### src/rtl/multicycle_ctrl_pkg.sv
// Shared types and encodings for the multi-cycle RV32I sequencing controller.
// Contents: FSM state enum, pc_sel / wb_sel encodings, RV32I major opcodes and
// a helper that classifies an opcode as supported by this core.
package multicycle_ctrl_pkg;

    typedef enum logic [2:0] {
        ST_IDLE   = 3'd0,
        ST_FETCH  = 3'd1,
        ST_DECODE = 3'd2,
        ST_EXEC   = 3'd3,
        ST_MEM    = 3'd4,
        ST_WB     = 3'd5,
        ST_HALT   = 3'd6
    } state_t;

    // PC source select
    localparam logic [1:0] PC_SEL_PLUS4   = 2'd0;  // pc + 4
    localparam logic [1:0] PC_SEL_PC_IMM  = 2'd1;  // pc + imm (branch / JAL)
    localparam logic [1:0] PC_SEL_RS1_IMM = 2'd2;  // rs1 + imm (JALR)

    // Register-file writeback source select
    localparam logic [1:0] WB_SEL_ALU  = 2'd0;
    localparam logic [1:0] WB_SEL_LOAD = 2'd1;
    localparam logic [1:0] WB_SEL_PC4  = 2'd2;

    // RV32I major opcodes (instr[6:0])
    localparam logic [6:0] OPC_LUI      = 7'b0110111;
    localparam logic [6:0] OPC_AUIPC    = 7'b0010111;
    localparam logic [6:0] OPC_JAL      = 7'b1101111;
    localparam logic [6:0] OPC_JALR     = 7'b1100111;
    localparam logic [6:0] OPC_BRANCH   = 7'b1100011;
    localparam logic [6:0] OPC_LOAD     = 7'b0000011;
    localparam logic [6:0] OPC_STORE    = 7'b0100011;
    localparam logic [6:0] OPC_OP_IMM   = 7'b0010011;
    localparam logic [6:0] OPC_OP       = 7'b0110011;
    localparam logic [6:0] OPC_MISC_MEM = 7'b0001111;
    localparam logic [6:0] OPC_SYSTEM   = 7'b1110011;

    function automatic logic is_supported(input logic [6:0] op);
        case (op)
            OPC_LUI, OPC_AUIPC, OPC_JAL, OPC_JALR, OPC_BRANCH, OPC_LOAD,
            OPC_STORE, OPC_OP_IMM, OPC_OP, OPC_MISC_MEM, OPC_SYSTEM:
                return 1'b1;
            default:
                return 1'b0;
        endcase
    endfunction

endpackage

### src/rtl/multicycle_ctrl_if.sv
// Instruction/data memory request-ready handshake bundle for the controller.
// master: controller side (drives requests, receives ready).
// slave : memory side (receives requests, drives ready).
interface multicycle_ctrl_if;
    logic imem_req;    // instruction fetch request, held until imem_ready
    logic imem_ready;  // fetch data valid this cycle
    logic dmem_req;    // data access request, held until dmem_ready
    logic dmem_we;     // data access is a store
    logic dmem_ready;  // data access completes this cycle

    modport master (
        output imem_req,
        input  imem_ready,
        output dmem_req,
        output dmem_we,
        input  dmem_ready
    );

    modport slave (
        input  imem_req,
        output imem_ready,
        input  dmem_req,
        input  dmem_we,
        output dmem_ready
    );
endinterface

### src/rtl/multicycle_ctrl_wait_timer.sv
// Memory-wait watchdog counter shared by the FETCH and MEM states.
// Latency: expired is combinational from the current count and inc.
// Backpressure: none; counts cycles in which a request is stalled by ready=0.
// Ports: clk, rst (async active-low), clr (restart count), inc (stalled cycle),
//        expired (this stalled cycle brings the count to TIMEOUT_CYCLES).
module multicycle_ctrl_wait_timer #(
    parameter int unsigned CNT_W          = 8,
    parameter int unsigned TIMEOUT_CYCLES = 255
) (
    input  logic clk,
    input  logic rst,
    input  logic clr,
    input  logic inc,
    output logic expired
);

    // Count value at the start of the final allowed stalled cycle.
    localparam logic [CNT_W-1:0] LAST = CNT_W'(TIMEOUT_CYCLES - 1);

    logic [CNT_W-1:0] cnt;

    always_ff @(posedge clk or negedge rst) begin
        if (!rst) begin
            cnt <= '0;
        end else if (clr) begin
            cnt <= '0;
        end else if (inc) begin
            cnt <= cnt + 1'b1;
        end
    end

    // Only a stalled cycle can expire, so a ready arriving on the limit
    // cycle wins and the access completes normally.
    assign expired = inc && (cnt == LAST);

endmodule

### src/rtl/multicycle_ctrl.sv
// Main sequencing FSM of the multi-cycle RV32I core: IR/PC/RF/ALU/memory control.
// Latency: ALU/LUI/AUIPC/JAL/JALR 4, LOAD 5, STORE 4, BRANCH/NOP 3 cycles + waits.
// Backpressure: requests held until ready; watchdog halts after TIMEOUT_CYCLES stalls.
// Ports: clk, rst (async active-low), en, opcode, branch_taken, mem (handshakes),
//        ir_we, pc_we, pc_sel, alu_srcb_imm, rf_we, wb_sel, instret, illegal,
//        timeout, state (debug).
module multicycle_ctrl
    import multicycle_ctrl_pkg::*;
#(
    parameter int unsigned TIMEOUT_CYCLES = 255,
    parameter int unsigned CNT_W          = 8
) (
    input  logic                      clk,
    input  logic                      rst,
    input  logic                      en,
    input  logic [6:0]                opcode,
    input  logic                      branch_taken,
    multicycle_ctrl_if.master         mem,
    output logic                      ir_we,
    output logic                      pc_we,
    output logic [1:0]                pc_sel,
    output logic                      alu_srcb_imm,
    output logic                      rf_we,
    output logic [1:0]                wb_sel,
    output logic [31:0]               instret,
    output logic                      illegal,
    output logic                      timeout,
    output logic [2:0]                state
);

    state_t state_q;
    state_t state_d;

    logic imem_req_c;
    logic dmem_req_c;
    logic dmem_we_c;
    logic retire;
    logic set_illegal;
    logic set_timeout;
    logic wait_inc;
    logic wait_clr;
    logic wait_expired;

    // A stalled cycle: the active request sees no ready. Derived from the
    // state and the ready inputs only, so the watchdog has no path back
    // through the next-state logic.
    assign wait_inc = ((state_q == ST_FETCH) && !mem.imem_ready) ||
                      ((state_q == ST_MEM)   && !mem.dmem_ready);

    // Every entry into FETCH or MEM is a state change (including the
    // direct MEM -> FETCH hop of a retiring store), so restart on any change.
    assign wait_clr = (state_d != state_q);

    multicycle_ctrl_wait_timer #(
        .CNT_W          (CNT_W),
        .TIMEOUT_CYCLES (TIMEOUT_CYCLES)
    ) u_wait_timer (
        .clk     (clk),
        .rst     (rst),
        .clr     (wait_clr),
        .inc     (wait_inc),
        .expired (wait_expired)
    );

    always_ff @(posedge clk or negedge rst) begin
        if (!rst) begin
            state_q <= ST_IDLE;
            instret <= '0;
            illegal <= 1'b0;
            timeout <= 1'b0;
        end else begin
            state_q <= state_d;
            if (retire) begin
                instret <= instret + 32'd1;
            end
            if (set_illegal) begin
                illegal <= 1'b1;
            end
            if (set_timeout) begin
                timeout <= 1'b1;
            end
        end
    end

    always_comb begin
        state_d      = state_q;
        imem_req_c   = 1'b0;
        dmem_req_c   = 1'b0;
        dmem_we_c    = 1'b0;
        ir_we        = 1'b0;
        pc_we        = 1'b0;
        pc_sel       = PC_SEL_PLUS4;
        alu_srcb_imm = 1'b0;
        rf_we        = 1'b0;
        wb_sel       = WB_SEL_ALU;
        retire       = 1'b0;
        set_illegal  = 1'b0;
        set_timeout  = 1'b0;

        case (state_q)
            ST_IDLE: begin
                if (en) begin
                    state_d = ST_FETCH;
                end
            end

            ST_FETCH: begin
                imem_req_c = 1'b1;
                if (mem.imem_ready) begin
                    ir_we   = 1'b1;
                    state_d = ST_DECODE;
                end else if (wait_expired) begin
                    set_timeout = 1'b1;
                    state_d     = ST_HALT;
                end
            end

            ST_DECODE: begin
                if (is_supported(opcode)) begin
                    state_d = ST_EXEC;
                end else begin
                    set_illegal = 1'b1;
                    state_d     = ST_HALT;
                end
            end

            ST_EXEC: begin
                alu_srcb_imm = (opcode != OPC_OP) && (opcode != OPC_BRANCH);
                case (opcode)
                    OPC_LOAD, OPC_STORE: begin
                        state_d = ST_MEM;
                    end
                    OPC_BRANCH: begin
                        pc_we  = 1'b1;
                        pc_sel = branch_taken ? PC_SEL_PC_IMM : PC_SEL_PLUS4;
                        retire = 1'b1;
                    end
                    OPC_MISC_MEM, OPC_SYSTEM: begin
                        // FENCE / ECALL / EBREAK / CSR: no architectural effect here.
                        pc_we  = 1'b1;
                        retire = 1'b1;
                    end
                    default: begin
                        state_d = ST_WB;
                    end
                endcase
            end

            ST_MEM: begin
                dmem_req_c = 1'b1;
                dmem_we_c  = (opcode == OPC_STORE);
                if (mem.dmem_ready) begin
                    if (opcode == OPC_STORE) begin
                        pc_we  = 1'b1;
                        retire = 1'b1;
                    end else begin
                        state_d = ST_WB;
                    end
                end else if (wait_expired) begin
                    set_timeout = 1'b1;
                    state_d     = ST_HALT;
                end
            end

            ST_WB: begin
                rf_we  = 1'b1;
                pc_we  = 1'b1;
                retire = 1'b1;
                case (opcode)
                    OPC_LOAD: wb_sel = WB_SEL_LOAD;
                    OPC_JAL:  begin
                        wb_sel = WB_SEL_PC4;
                        pc_sel = PC_SEL_PC_IMM;
                    end
                    OPC_JALR: begin
                        wb_sel = WB_SEL_PC4;
                        pc_sel = PC_SEL_RS1_IMM;
                    end
                    default:  wb_sel = WB_SEL_ALU;
                endcase
            end

            ST_HALT: begin
                // Terminal: only reset leaves this state.
                state_d = ST_HALT;
            end

            default: begin
                state_d = ST_HALT;
            end
        endcase

        // en is sampled at retirement so an in-flight instruction always
        // completes before the core parks in IDLE.
        if (retire) begin
            state_d = en ? ST_FETCH : ST_IDLE;
        end
    end

    assign mem.imem_req = imem_req_c;
    assign mem.dmem_req = dmem_req_c;
    assign mem.dmem_we  = dmem_we_c;
    assign state        = state_q;

endmodule

### src/flat_wrapper.sv
// flat-port wrapper written by rule: the top's interface ports become plain ports
module multicycle_ctrl_flat import multicycle_ctrl_pkg::*;
#(
    parameter int unsigned TIMEOUT_CYCLES = 255,
    parameter int unsigned CNT_W          = 8
)
  (clk, rst, en, opcode, branch_taken, ir_we, pc_we, pc_sel, alu_srcb_imm, rf_we, wb_sel, instret, illegal, timeout, state, mem_imem_req, mem_imem_ready, mem_dmem_req, mem_dmem_we, mem_dmem_ready);
  multicycle_ctrl_if mem_i ();
  input  logic clk;
  input  logic rst;
  input  logic en;
  input  logic [6:0] opcode;
  input  logic branch_taken;
  output logic ir_we;
  output logic pc_we;
  output logic [1:0] pc_sel;
  output logic alu_srcb_imm;
  output logic rf_we;
  output logic [1:0] wb_sel;
  output logic [31:0] instret;
  output logic illegal;
  output logic timeout;
  output logic [2:0] state;
  output wire logic [$bits(mem_i.imem_req)-1:0] mem_imem_req;
  input wire logic [$bits(mem_i.imem_ready)-1:0] mem_imem_ready;
  output wire logic [$bits(mem_i.dmem_req)-1:0] mem_dmem_req;
  output wire logic [$bits(mem_i.dmem_we)-1:0] mem_dmem_we;
  input wire logic [$bits(mem_i.dmem_ready)-1:0] mem_dmem_ready;
  assign mem_imem_req = mem_i.imem_req;
  assign mem_i.imem_ready = mem_imem_ready;
  assign mem_dmem_req = mem_i.dmem_req;
  assign mem_dmem_we = mem_i.dmem_we;
  assign mem_i.dmem_ready = mem_dmem_ready;
  multicycle_ctrl #(.TIMEOUT_CYCLES(TIMEOUT_CYCLES), .CNT_W(CNT_W)) u_core (.clk(clk), .rst(rst), .en(en), .opcode(opcode), .branch_taken(branch_taken), .mem(mem_i), .ir_we(ir_we), .pc_we(pc_we), .pc_sel(pc_sel), .alu_srcb_imm(alu_srcb_imm), .rf_we(rf_we), .wb_sel(wb_sel), .instret(instret), .illegal(illegal), .timeout(timeout), .state(state));
endmodule
### config.mk
export PLATFORM = sky130hd
export DESIGN_NAME = multicycle_ctrl_flat
export DESIGN_NICKNAME = d
export VERILOG_FILES = /design/src/rtl/multicycle_ctrl_pkg.sv /design/src/rtl/multicycle_ctrl_if.sv /design/src/rtl/multicycle_ctrl_wait_timer.sv /design/src/rtl/multicycle_ctrl.sv /design/src/flat_wrapper.sv
export SDC_FILE = /design/constraint.sdc
export NUM_CORES = 1
export LEC_CHECK = 0
export BUFFER_PORTS_ARGS = -buffer_cell sky130_fd_sc_hd__buf_2
export CORE_AREA = 5 5 75 77
export CTS_BUF_LIST = sky130_fd_sc_hd__clkbuf_2 sky130_fd_sc_hd__clkbuf_4 sky130_fd_sc_hd__clkbuf_8
export CTS_CLUSTER_DIAMETER = 80
export DETAILED_ROUTE_END_ITERATION = 10
export DIE_AREA = 0 0 80 82
export GPL_ROUTABILITY_DRIVEN = 0
export PLACE_DENSITY_LB_ADDON = 0.3
export SYNTH_ARGS = -nofsm -noshare
export SYNTH_HDL_FRONTEND = slang
export SYNTH_SLANG_ARGS = --single-unit
### constraint.sdc
create_clock -name clk -period 2.56 [get_ports clk]
set_input_delay 0.256 -clock clk [delete_from_list [all_inputs] [get_ports clk]]
set_output_delay 0.256 -clock clk [all_outputs]
set_load 0.02 [all_outputs]
==> results.cfg <==
[outcome]
status = finished clean

[sta]
skew_ps = 11.6
fin_crit_ps = 2320
clock.fmax_mhz = 431
timing.final.ws_setup_ps = 239
rsz0062_at_grt = false
relSlewSlack_pct = 33.5
whs_ps = 118
fin_crit_sh_pct = 90.7
finalSetupViolations = 0
final-hold-violation-count = 0
tightestPinTransition_ps = 997
setup_tns_ps = 0
final_max_slew_viol_count = 0

[setup_path]
cp_max_fo = 14
start_kind = flop
crit_arrival_ps = 2070
critPathKind = flop to output pin
crit_chain = nand3b_1 > o311ai_4 > buf_4 > buf_2
crit_slowest_cell = dfrtp_1
critPathCaptureType = output pin
critPathRequiredTime_ps = 2300
cpPeakStageDelay_ps = 580

[placed_design]
dp_hpwl_um = 4180
placed_cells = 406
io_buffers = 60
placed_area_mm2 = 0.00305
dp_slack_ps = 175

[synthesis]
avgSynthCellArea_um2 = 9.47
yosysTopAreaCell = dfrtp_1
async_flop_share_pct = 100
synth_area_mm2 = 0.00262
synthFlopType = dfrtp_1
synth_seq_cells = 45
yosysSeqAreaShare_pct = 42.9
yosysWarnings = 0
yosys-top-cells-area = dfrtp_1 (43%), xor2_1 (6.7%), xnor2_1 (5.7%)
synth.top_cell.area_share_pct = 42.9
synthesis.nets = 293
synth_cell_types = 48
synth_edf_count = 0
syn_inst = 277

[final_layout]
antenna_cells = 0
finalNonFillerCells = 414
nets = 359
area_delta_synth_final_pct = 20.2
drive_gt1_share_pct = 25.0
nFillCells = 422
fin_area_mm2 = 0.00315

[power_and_ir_drop]
ir_worst_vdd_mv = 0.463
p_per_area_mw_per_mm2 = 469
p_leak_nw = 1.67

[global_route]
antenna_found_initial = 0
grt_pass1_vias = 2074
track_usage_pct = 18.7
grt_pass1_wl_um = 9770
grt_remaining_overflow = 0
grt_max_degree = 46

[floorplan]
die_area_mm2 = 0.00656
die_height_um = 82
io_pins = 61
initial_core_util_pct = 53.0
rows = 26
die_w_um = 80
coreArea_mm2 = 0.00494

[clock_tree]
cts_htree_levels = 2
root_buffer = clkbuf_8
cts_tree = yes
clkLatencyLatePin_ps = 300
clock_path_buffers = 2
cts_setup_buffers = 0
cts.clk_slew.worst_paths_ps = 90
hold_buffers = 0
numCtsBuffers = 5
cts_resized = 0
cts_sinks = 45

[detailed_routing]
drtPass1Iterations = 4
ant_nets = 0
vias = 2276
viasPerCell = 5.50
wl_um = 5910
first_iter_violations = 107
route.detailed.drc = 0
post_drt_wl_per_cell_um = 14.3

[job]
drv_cap = 0

[min_path]
hp-class = input port to async pin
layout by cell type (no fill, tap or decap), types with 2 or more instances in the layout:
cell / n
xnor2_1: 17
dfrtp_1: 45
nor4_1: 2
nand3b_1: 4
nand2b_1: 2
nand2_1: 23
inv_1: 12
a21oi_1: 6
o221ai_1: 2
xor2_1: 20
a211oi_1: 2
nor3b_1: 4
and2_1: 2
buf_4: 7
nor2_1: 26
nor3_1: 7
nor2b_1: 3
and3_1: 7
nand3_1: 19
ha_1: 3
and4_1: 6
a21boi_0: 2
o21ai_0: 3
a31oi_1: 2
nand4_1: 17
clkbuf_8: 7
a21o_1: 3
buf_2: 60
mux2i_1: 8
state kept, by name, indices dropped and copies added (netlist names):
register,flops
u_core.illegal,1
u_core.u_wait_timer.cnt,8
u_core.instret,32
u_core.timeout,1
u_core.state,3
power by group:
part / leakage, nW / total (W) / internal, W / switching, W
clock: 0.0542 / 0.000493 / 0.000244 / 0.000248
combinational: 1.02 / 0.000194 / 0.0000744 / 0.000120
sequential: 0.594 / 0.000792 / 0.000747 / 0.0000449
total: 1.67 / 0.00148 / 0.00107 / 0.000413
path summary, 6_finish.rpt:
check                                      from                 end  slack [ps]  depth (start not counted)
worst max-delay path            u_core.state[0]               pc_we         240                          4
worst min-delay path                        rst  u_core.instret[17]         120                          1
worst max register to register  u_core.state[0]  u_core.instret[31]         330                          5
worst min register to register   u_core.illegal      u_core.illegal         460                          1
max in group asynchronous                   rst   u_core.instret[1]        1820                          1
min in group clk                 mem_imem_ready     u_core.state[1]         260                          3
area by class of cell:
cell class                      instances  area, µm²  area share [%]
Tap cell                               70       87.6            2.78
Inverter                               12       45.0            1.43
Multi-Input combinational cell        211       1420            45.0
Clock inverter                          1       5.00           0.159
Clock buffer                            7       96.3            3.06
Timing Repair Buffer                   68        373            11.8
Sequential cell                        45       1130            35.7
routing by layer:
layer | up-vias | GRT usage [%] | share of wire (%)
li1 | 1125 | - | -
met1 | 1078 | 25.4 | 48
met2 | 68 | 30.4 | 46
met3 | 5 | 3.95 | 5.1
met4 | 0 | 4.90 | 1.0
met5 | - | 0 | 0
cell usage after synthesis (2+ instances only):
cell       n
xnor2_1   17
o21ai_0    3
clkbuf_1   7
nand3_1   19
buf_2      2
ha_1       3
and3_1     7
a211oi_1   2
a21o_1     3
nor3b_1    5
and4_1     6
nor2_1    26
nor2b_1    3
a21oi_1    6
xor2_1    20
inv_1     12
nor3_1     7
nand3b_1   4
a31oi_1    2
nor4_1     2
o221ai_1   2
nand2_1   23
nand4_1   17
a21boi_0   2
dfrtp_1   45
mux2i_1    8
and2_1     2
nand2b_1   2
logic make-up (layout without fill, tap and decap cells):
| family | count (synthesis) | count (layout) | share of synthesized area [%] |
|---|---|---|---|
| compound gates | 30 | 30 | 8.87 |
| flops | 45 | 45 | 42.9 |
| fa+ha+maj | 3 | 3 | 1.43 |
| simple gates | 131 | 131 | 27.3 |
| xor+xnor | 37 | 37 | 12.4 |
| mux | 10 | 10 | 4.01 |
| buf+inv | 21 | 88 | 3.10 |
critical path, delay by kind of cell, from the launching register on:
| kind | cells | cell delay (ps) |
|---|---|---|
| flip-flops | 1 | 580 |
| AO/OA/AOI/OAI | 1 | 530 |
| buffers and inverters | 2 | 390 |
| AND/OR/NAND/NOR | 1 | 260 |
through the flow:
stage | total power [W] | util (%)
after detailed placement | 0.00100 | 61.7
after global routing | 0.00154 | 63.8
after floorplan | 0.000918 | -
final | 0.00148 | 63.8
after global placement | 0.000996 | 61.7
after CTS | 0.00149 | 63.8
(Power assumes the default switching activity.)
